`src/rtl/a2g_lut_dump_pkg.sv`:
```
// Shared types and status-word bit positions for the a2g LUT dump sequencer.
package a2g_lut_dump_pkg;

  typedef enum logic [1:0] {
    IDLE  = 2'd0,
    RUN   = 2'd1,
    DONE  = 2'd2,
    FLUSH = 2'd3
  } state_e;

  localparam int STATUS_BUSY_BIT  = 31;
  localparam int STATUS_DONE_BIT  = 30;
  localparam int STATUS_ABORT_BIT = 29;

endpackage

```
`src/rtl/a2g_lut_dump_fifo.sv`:
```
// Small synchronous FIFO; head word comes straight from the register array, count and sync clear exposed.
module a2g_lut_dump_fifo #(
  parameter int DATA_W = 32,
  parameter int DEPTH  = 8,
  localparam int CNT_W = $clog2(DEPTH + 1),
  localparam int PTR_W = $clog2(DEPTH)
) (
  input  logic              clk_i,
  input  logic              rst_ni,
  input  logic              clr_i,
  input  logic              wr_en_i,
  input  logic [DATA_W-1:0] wr_data_i,
  input  logic              rd_en_i,
  output logic [DATA_W-1:0] rd_data_o,
  output logic              empty_o,
  output logic [CNT_W-1:0]  count_o
);

  logic [DATA_W-1:0] mem_q [DEPTH];
  logic [PTR_W-1:0]  wr_ptr_q, rd_ptr_q;
  logic [CNT_W-1:0]  count_q;
  logic              do_wr, do_rd;

  function automatic logic [PTR_W-1:0] ptr_inc(input logic [PTR_W-1:0] p);
    return (p == PTR_W'(DEPTH - 1)) ? '0 : p + PTR_W'(1);
  endfunction

  assign do_wr     = wr_en_i && (count_q != CNT_W'(DEPTH));
  assign do_rd     = rd_en_i && (count_q != '0);
  assign empty_o   = (count_q == '0);
  assign count_o   = count_q;
  // An empty FIFO presents zero so the stream data bus is clean after reset.
  assign rd_data_o = empty_o ? '0 : mem_q[rd_ptr_q];

  always_ff @(posedge clk_i) begin
    if (!rst_ni || clr_i) begin
      wr_ptr_q <= '0;
      rd_ptr_q <= '0;
      count_q  <= '0;
    end else begin
      if (do_wr) wr_ptr_q <= ptr_inc(wr_ptr_q);
      if (do_rd) rd_ptr_q <= ptr_inc(rd_ptr_q);
      case ({do_wr, do_rd})
        2'b10:   count_q <= count_q + CNT_W'(1);
        2'b01:   count_q <= count_q - CNT_W'(1);
        default: count_q <= count_q;
      endcase
    end
  end

  always_ff @(posedge clk_i) begin
    if (do_wr) mem_q[wr_ptr_q] <= wr_data_i;
  end

endmodule

```
`src/rtl/a2g_lut_dump_ctrl.sv`:
```
// Reads the whole a2g LUT in address order after a start edge and streams it out as eof-delimited packets.
module a2g_lut_dump_ctrl
  import a2g_lut_dump_pkg::*;
#(
  parameter int ADDR_W     = 10,
  parameter int DATA_W     = 32,
  parameter int RD_LAT     = 2,
  parameter int PKT_WORDS  = 256,
  parameter int FIFO_DEPTH = 8
) (
  input  logic              user_clk,
  input  logic              user_rst_n,
  input  logic              start_in,
  input  logic              abort_in,
  output logic              lut_rd_en,
  output logic [ADDR_W-1:0] lut_addr,
  input  logic [DATA_W-1:0] lut_rd_data,
  output logic [DATA_W-1:0] tx_data,
  output logic              tx_valid,
  output logic              tx_eof,
  input  logic              tx_ready,
  output logic              done_pulse,
  output logic [31:0]       status_out
);

  localparam int CNT_W = $clog2(FIFO_DEPTH + 1);
  localparam int INF_W = $clog2(RD_LAT + 2);
  localparam int PKT_W = (PKT_WORDS > 1) ? $clog2(PKT_WORDS) : 1;
  localparam logic [ADDR_W:0] LAST_IDX = {1'b0, {ADDR_W{1'b1}}};

  state_e            state_q;
  logic              start_prev_q;
  logic [ADDR_W:0]   rd_cnt_q, words_q;
  logic [ADDR_W-1:0] lut_addr_q;
  logic              rd_en_q;
  logic [RD_LAT-1:0] vld_q, vld_d;
  logic [INF_W-1:0]  inflight_q, inflight_d;
  logic [PKT_W-1:0]  pkt_q;
  logic [2:0]        flush_q;
  logic              done_q, aborted_q;

  logic              start_edge, accept, final_acc, issue, ret, fifo_clr, fifo_empty;
  logic [CNT_W-1:0]  fifo_cnt;

  assign start_edge = start_in && !start_prev_q;
  assign accept     = tx_valid && tx_ready;
  assign final_acc  = accept && (words_q == LAST_IDX);
  assign fifo_clr   = (state_q == RUN) && abort_in;
  assign ret        = vld_q[RD_LAT-1];
  // Credit check counts every read already issued, so the FIFO can never be overrun.
  assign issue      = (state_q == RUN) && !abort_in && !rd_cnt_q[ADDR_W] &&
                      ((int'(fifo_cnt) + int'(inflight_q)) < FIFO_DEPTH);

  always_comb begin
    vld_d    = vld_q << 1;
    vld_d[0] = rd_en_q;
    case ({issue, ret})
      2'b10:   inflight_d = inflight_q + INF_W'(1);
      2'b01:   inflight_d = inflight_q - INF_W'(1);
      default: inflight_d = inflight_q;
    endcase
  end

  always_ff @(posedge user_clk) begin
    if (!user_rst_n) begin
      state_q      <= IDLE;
      start_prev_q <= 1'b1;
      rd_cnt_q     <= '0;
      words_q      <= '0;
      pkt_q        <= '0;
      lut_addr_q   <= '0;
      rd_en_q      <= 1'b0;
      vld_q        <= '0;
      inflight_q   <= '0;
      flush_q      <= '0;
      done_q       <= 1'b0;
      aborted_q    <= 1'b0;
    end else begin
      start_prev_q <= start_in;
      rd_en_q      <= issue;
      vld_q        <= vld_d;
      inflight_q   <= inflight_d;
      if (issue) begin
        lut_addr_q <= rd_cnt_q[ADDR_W-1:0];
        rd_cnt_q   <= rd_cnt_q + 1'b1;
      end
      if (accept && (state_q == RUN) && !abort_in) begin
        words_q <= words_q + 1'b1;
        pkt_q   <= (pkt_q == PKT_W'(PKT_WORDS - 1)) ? '0 : pkt_q + PKT_W'(1);
      end
      case (state_q)
        IDLE: if (start_edge) begin
          state_q    <= RUN;
          done_q     <= 1'b0;
          aborted_q  <= 1'b0;
          words_q    <= '0;
          pkt_q      <= '0;
          rd_cnt_q   <= '0;
          lut_addr_q <= '0;
        end
        RUN: if (abort_in) begin
          // Returns still in the LUT pipeline are dropped by clearing their valid bits.
          state_q    <= FLUSH;
          flush_q    <= 3'(RD_LAT - 1);
          vld_q      <= '0;
          inflight_q <= '0;
        end else if (final_acc) begin
          state_q <= DONE;
        end
        DONE: begin
          state_q <= IDLE;
          done_q  <= 1'b1;
        end
        FLUSH: if (flush_q == '0) begin
          state_q   <= IDLE;
          aborted_q <= 1'b1;
        end else begin
          flush_q <= flush_q - 3'd1;
        end
        default: state_q <= IDLE;
      endcase
    end
  end

  a2g_lut_dump_fifo #(
    .DATA_W (DATA_W),
    .DEPTH  (FIFO_DEPTH)
  ) u_fifo (
    .clk_i     (user_clk),
    .rst_ni    (user_rst_n),
    .clr_i     (fifo_clr),
    .wr_en_i   (ret),
    .wr_data_i (lut_rd_data),
    .rd_en_i   (accept),
    .rd_data_o (tx_data),
    .empty_o   (fifo_empty),
    .count_o   (fifo_cnt)
  );

  assign tx_valid   = !fifo_empty;
  assign tx_eof     = tx_valid && ((pkt_q == PKT_W'(PKT_WORDS - 1)) || (words_q == LAST_IDX));
  assign lut_rd_en  = rd_en_q;
  assign lut_addr   = lut_addr_q;
  assign done_pulse = (state_q == DONE);

  always_comb begin
    status_out                   = '0;
    status_out[STATUS_BUSY_BIT]  = (state_q != IDLE);
    status_out[STATUS_DONE_BIT]  = done_q;
    status_out[STATUS_ABORT_BIT] = aborted_q;
    status_out[ADDR_W:0]         = words_q;
  end

endmodule
```
`config.mk`:
```
export PLATFORM = sky130hd
export DESIGN_NAME = a2g_lut_dump_ctrl
export DESIGN_NICKNAME = d
export VERILOG_FILES = /design/src/rtl/a2g_lut_dump_pkg.sv /design/src/rtl/a2g_lut_dump_fifo.sv /design/src/rtl/a2g_lut_dump_ctrl.sv
export SDC_FILE = /design/constraint.sdc
export NUM_CORES = 1
export LEC_CHECK = 0
export ABC_AREA = 1
export CAP_MARGIN = 40
export CORE_ASPECT_RATIO = 1.4
export CORE_UTILIZATION = 40
export CTS_CLUSTER_DIAMETER = 60
export CTS_CLUSTER_SIZE = 16
export DETAILED_ROUTE_END_ITERATION = 6
export SETUP_SLACK_MARGIN = 0.4
export SYNTH_ARGS = -nofsm -noshare
export SYNTH_HDL_FRONTEND = slang
export SYNTH_SLANG_ARGS = --single-unit
```
`constraint.sdc`:
```
create_clock -name user_clk -period 4 [get_ports user_clk]
set_input_delay 0.6 -clock user_clk [delete_from_list [all_inputs] [get_ports user_clk]]
set_output_delay 0.6 -clock user_clk [all_outputs]
set_load 0.05 [all_outputs]
```
==> results of run 1 <==
worst max-delay path: stages, from the launching register on:
cell,delay [ns]
dfxtp_4,0.77
buf_4,0.41
nor2_1,0.09
nor2_1,0.09
o21ai_0,0.08
o21ai_0,0.08
o21ai_0,0.09
nor2_1,0.24
buf_4,0.24
per-stage QoR:
stage                     setup WS, ns  hold slack (ns)  cells  utilization
after floorplan                  0.944            0.394   1198            -
after CTS                        0.641            0.414   1727        0.474
after global placement            1.24            0.397   1679        0.449
after global routing             0.462            0.428   1727        0.474
final                            0.751            0.410   1727        0.474
after detailed placement          1.22            0.403   1679        0.449
report_power, final:
| part | internal, mW | switching, mW |
|---|---|---|
| Clock | 1.33 | 1.19 |
| Combinational | 0.402 | 0.965 |
| Sequential | 3.63 | 0.0613 |
routing by layer:
layer	track usage	part of all wire	vias to the layer above
met5	0	0	-
met4	0.0660	0.027	0
met3	0.0250	0.043	45
met2	0.325	0.52	201
met1	0.200	0.41	4261
li1	-	-	4267
placed cells by master (no fill, tap or decap), types with 32 or more instances in the layout:
cell type,netlist,layout
buf_4,23,53
clkdlybuf4s50_1,0,64
dfxtp_1,66,64
edfxtp_1,256,256
inv_1,62,62
mux2i_1,32,32
nand2_1,80,80
nor2_1,259,251
o21ai_0,173,173
o22ai_1,32,32
area by class of cell:
cell class / count / area share
tap: 440 / 0.0357
clock buffer: 40 / 0.0469
inverter: 64 / 0.0156
clock inverter: 8 / 0.00567
timing repair buffer: 119 / 0.0699
sequential: 322 / 0.584
multi-input combinational: 734 / 0.242
cell families after synthesis:
family | share of synthesized area
AND/OR/NAND/NOR | 0.122
flip-flops | 0.676
other | 0.000281
buffers and inverters | 0.0531
AO/OA/AOI/OAI | 0.107
XOR/XNOR | 0.00329
multiplexers | 0.0240
adder cells (fa/ha/maj) | 0.0146
flip-flops by register name (all words and copies together), names as in the netlist, named ones only:
signal           flops
u_fifo.mem_q       256
rd_cnt_q            11
words_q             11
lut_addr            10
pkt_q                8
u_fifo.count_o       4
flush_q              3
u_fifo.rd_ptr_q      3
u_fifo.wr_ptr_q      3
inflight_q           2
state_q              2
vld_q                2
aborted_q            1
done_q               1
lut_rd_en            1
start_prev_q         1
final timing paths:
check | start | slack, ns | end | cells after the start
worst max-delay path | register | 0.75 | tx_data[30] | 8
worst min-delay path | vld_q[0]$_SDFF_PN0_ | 0.41 | vld_q[1]$_SDFF_PN0_ | 2
worst max register to register | u_fifo.count_o[1]$_SDFFE_PP0P_ | 1.44 | u_fifo.count_o[3]$_SDFFE_PP0P_ | 11
worst min register to register | vld_q[0]$_SDFF_PN0_ | 0.41 | vld_q[1]$_SDFF_PN0_ | 2
==> impl_metrics.csv, run 1 <==
group,metric,value,unit
status,outcome,"finished clean",
clocking,clk_pin_slew,0.07,ns
clocking,clockBufferDepth,3,
clocking,cts_tree,"done",
drt,drt_iter0_drc,491,
yosys,ys_warn_count,0,
yosys,synthMostInstantiatedCell,"nor2_1",
clocking,post_cts_buffers,0,
drt,ant_nets,0,
yosys,synth_cell_types,42,
drt,routedWlPerCell,17.2,µm
floorplanning,core,32600,µm²
floorplanning,die-area,34100,µm²
pwr,ir_worst_vdd,0.000346,V
yosys,syn_inst,1181,
sta,tns,0,ns
yosys,synth_edf_count,256,
placed_design,placed_cell_area,14600,µm²
yosys,yosysTopAreaCell,"edfxtp_1",
sta,worst_slew_pin_slew,0.799,ns
yosys,netlist_area,13300,µm²
sta,slew_violations,0,
global_route,grt_pass1_wl,45.9,mm
global_route,overflow,0,
yosys,ys_ff_latch,322,
final_layout,seq_area,9020,µm²
worst_setup_path,startpoint_type,"register",
final_layout,multi_input_area,3740,µm²
clocking,cts_resized,0,
worst_setup_path,arrival,2.65,ns
sta,setup_violations,0,
floorplanning,die_w,156,µm
sta,hold_viol,0,
pwr,power,7.58,mW
sta,rsz0062_at_grt,"false",
floorplanning,boundaryPins,115,
placed_design,place_congestion,0.794,
sta,fmax,308,MHz
global_route,antenna_found_initial,1,
sta,finClkSkew,0.0175,ns
global_route,grt_pass1_vias,8611,
yosys,yosys-top-cells-count,"259 x nor2_1, 256 x edfxtp_1, 173 x o21ai_0",
clocking,insertion_delay,0.55,ns
flow_run,cap_violations,0,
yosys,synthArstFlopShare,0,
yosys,netlist_top_cells_area,"edfxtp_1 58%, dfxtp_1 9.9%, nor2_1 7.3%",
sta,slew_headroom,0.466,
yosys,synth-seq-area-share,0.676,
sta,fin_crit_sh,0.812,
sta,layout_min_cycle_time,3.25,ns
worst_setup_path,worst_setup_path_end_kind,"output port",
final_layout,area_growth,15.8,%
worst_setup_path,cp.required,3.40,ns
final_layout,fillers,2984,
min_path,hp-class,"reg2reg",
drt,drt_wl_total,29.7,mm
yosys,syn_area_per_cell,11.3,µm²
drt,dr.pass1.iters,5,
floorplanning,rows,78,
final_layout,finalInstanceArea,15400,µm²
clocking,cts-buffers-inserted,26,
drt,vias,8774,
drt,drc,0,
yosys,dominantRegCellSynth,"edfxtp_1",
worst_setup_path,critPathKind,"reg2out",
clocking,cts_sinks,322,
yosys,yosys.area.top_type_share,0.577,
floorplanning,start_util,0.409,
global_route,grt_max_degree,56,
final_layout,final_layout_size_suffix_gt1_frac,0.0932,
final_layout,diodes,0,
clocking,hold_buffers,0,
clocking,htreeDepth,1,
drt,viasPerCell,5.08,
pwr,p_per_area,491,nW/µm²
global_route,track_usage,0.175,
clocking,root_buffer,"clkbuf_16",
worst_setup_path,cp_max_fo,50,
final_layout,nets,1319,
floorplanning,die_y,218,µm
placed_design,portBuffers,96,
placed_design,dp_hpwl,17.6,mm
pwr,p_leak,5.22,nW
Note: power is estimated with default switching activity, not from simulation.
==> run 2: changes to the inputs <==
==> constraint.sdc (replaced) <==
create_clock -name user_clk -period 3 [get_ports user_clk]
set_input_delay 0.45 -clock user_clk [delete_from_list [all_inputs] [get_ports user_clk]]
set_output_delay 0.45 -clock user_clk [all_outputs]
set_load 0.05 [all_outputs]
==> run 2 against run 1 <==
- critical path depth rose by 2
- non-clock buffer count is 19 higher
- sequential power increased by 32%
- global-route usage barely moved
- sequential share of layout area is 1.6 points lower
- combinational power up 63%
- largest cell class unchanged
- critical endpoint is now tx_data[26]
==> impl_metrics.csv, run 2 (same netlist as run 1, synthesis figures left out) <==
group,metric,value,unit
status,outcome,"finished clean",
sta,rsz0062_at_grt,"true",
final_layout,nets,1337,
placed_design,dp_hpwl,17.3,mm
clocking,cts_tree,"done",
final_layout,multi_input_area,3770,µm²
clocking,cts-buffers-inserted,25,
drt,drt_iter0_drc,557,
drt,drc,0,
sta,finClkSkew,0.0148,ns
global_route,grt_max_degree,58,
clocking,clockBufferDepth,3,
global_route,track_usage,0.175,
drt,dr.pass1.iters,6,
floorplanning,die-area,34100,µm²
sta,tns,0,ns
worst_setup_path,reg2reg_slack,0.67,ns
final_layout,top_register,"u_fifo.mem_q",
floorplanning,rows,78,
final_layout,final_layout_size_suffix_gt1_frac,0.113,
floorplanning,die_y,218,µm
sta,hold_viol,0,
worst_setup_path,arrival,2.09,ns
placed_design,placedCellCount,1681,
pwr,p_per_area,648,nW/µm²
worst_setup_path,rr_endpoint,"u_fifo.count_o[3]$_SDFFE_PP0P_",
clocking,clk_pin_slew,0.07,ns
drt,vias,8850,
sta,setup_violations,0,
floorplanning,boundaryPins,115,
final_layout,fillers,2953,
flow_run,cap_violations,0,
worst_setup_path,critPathKind,"reg2out",
global_route,grt_pass1_vias,8525,
sta,slew_headroom,0.604,
sta,fmax,394,MHz
clocking,htreeDepth,1,
worst_setup_path,cp_max_fo,7,
pwr,p_leak,5.40,nW
worst_setup_path,ff2ff_path_depth,12,
sta,slew_violations,0,
final_layout,largestRegisters,"u_fifo.mem_q (256), rd_cnt_q (11), words_q (11)",
min_path,hp-class,"reg2reg",
placed_design,portBuffers,96,
min_path,hold_end,"vld_q[1]$_SDFF_PN0_",
final_layout,fin_cells,1743,
final_layout,final_cell_mix,"256 x edfxtp_1, 242 x nor2_1, 159 x o21ai_0",
final_layout,area_growth,19.1,%
worst_setup_path,cp.required,2.55,ns
global_route,grt_pass1_wl,46.1,mm
worst_setup_path,startpoint_type,"register",
sta,layout_min_cycle_time,2.54,ns
global_route,antenna_found_initial,2,
final_layout,diodes,0,
drt,viasPerCell,5.08,
min_path,worstHoldStart,"vld_q[0]$_SDFF_PN0_",
worst_setup_path,r2r-start,"u_fifo.count_o[2]$_SDFFE_PP0P_",
drt,drt_wl_total,30.8,mm
sta,fin_crit_sh,0.846,
clocking,cts_sinks,322,
drt,ant_nets,0,
sta,worst_slew_pin_slew,0.592,ns
floorplanning,start_util,0.409,
final_layout,seq_area,9020,µm²
min_path,min_path_cells,2,
clocking,hold_buffers,0,
floorplanning,core,32600,µm²
pwr,ir_worst_vdd,0.000760,V
floorplanning,die_w,156,µm
placed_design,place_congestion,0.803,
drt,routedWlPerCell,17.7,µm
final_layout,layout_commonest_cell,"edfxtp_1",
clocking,insertion_delay,0.54,ns
global_route,overflow,0,
final_layout,largest_reg_flops,256,
clocking,root_buffer,"clkbuf_16",
worst_setup_path,worst_setup_path_end_kind,"output port",
## run 2: cell types whose count changed in the layout (fill, tap and decap cells not counted), moves of 9 or more
cell	previous run	this run
buf_6	0	23
nor2_1	251	242
buf_4	53	30
nor2_2	2	11
o21ai_0	173	159
o21ai_1	21	35
## run 2: stage by stage
| step | area (µm²) | power [mW] | setup slack (ns) | hold WS [ns] | utilization |
|---|---|---|---|---|---|
| 6_report | 15900 | 10.3 | 0.461 | 0.414 | 0.487 |
| 2_1_floorplan | 13400 | 6.30 | 0.395 | 0.394 | - |
| 3_5_place_dp | 14700 | 6.91 | 0.498 | 0.400 | 0.452 |
| 5_1_grt | 15900 | 10.7 | 0.369 | 0.426 | 0.487 |
| 4_1_cts | 15500 | 10.1 | 0.337 | 0.411 | 0.476 |
| 3_3_place_gp | 14700 | 6.89 | 0.555 | 0.396 | 0.452 |
## run 2: final cells by class
type,count,share of cell area
clock buffers,40,0.0430
clock inverters,5,0.00394
inverters,64,0.0155
multi-input cells,734,0.237
flip-flops and latches,322,0.568
well taps,440,0.0347
repair buffers,138,0.0976
## run 2: worst max-delay path by stage
stage                                              start                             end  slack, ns  cells after the start
after floorplan           u_fifo.count_o[1]$_SDFFE_PP0P_    u_fifo.mem_q[1][0]$_DFFE_PP_       0.40                      6
final                                           register                     tx_data[26]       0.46                     10
after global placement             words_q[1]$_SDFF_PN0_                          tx_eof       0.56                      6
after detailed placement                        tx_ready  u_fifo.count_o[3]$_SDFFE_PP0P_       0.50                     10
after CTS                                       register                     tx_data[30]       0.34                      8
after global routing                            register                     tx_data[26]       0.37                     10
## run 2: repair_timing
| action | in CTS | in global routing |
|---|---|---|
| buffers inserted | 2 | 7 |
| resized for setup | 8 | 57 |
| pin swaps | 1 | 13 |
| setup endpoints to repair | 32 | 32 |
| cloned | 0 | 8 |
## run 2: critical path: stages (launching register included)
cell and delay [ns]:
dfxtp_4 0.35, buf_4 0.16, buf_6 0.13, clkbuf_16 0.16, nor2_1 0.11, nor2_1 0.05, o21ai_0 0.08, o21ai_1 0.09
o21ai_1 0.18, nor2_1 0.08, buf_6 0.15
## run 2: routing by layer
| metal | up-vias | part of all wire | GRT usage |
|---|---|---|---|
| li1 | 4296 | - | - |
| met1 | 4251 | 0.39 | 0.207 |
| met2 | 255 | 0.53 | 0.323 |
| met3 | 44 | 0.054 | 0.0233 |
| met4 | 4 | 0.022 | 0.0569 |
| met5 | - | 0.00084 | 0 |
## run 2: where the power goes
part,internal [mW],switching (mW),total (mW)
Clock,1.66,1.53,3.19
Combinational,0.760,1.47,2.23
Sequential,4.83,0.0270,4.86
Total,7.26,3.03,10.3
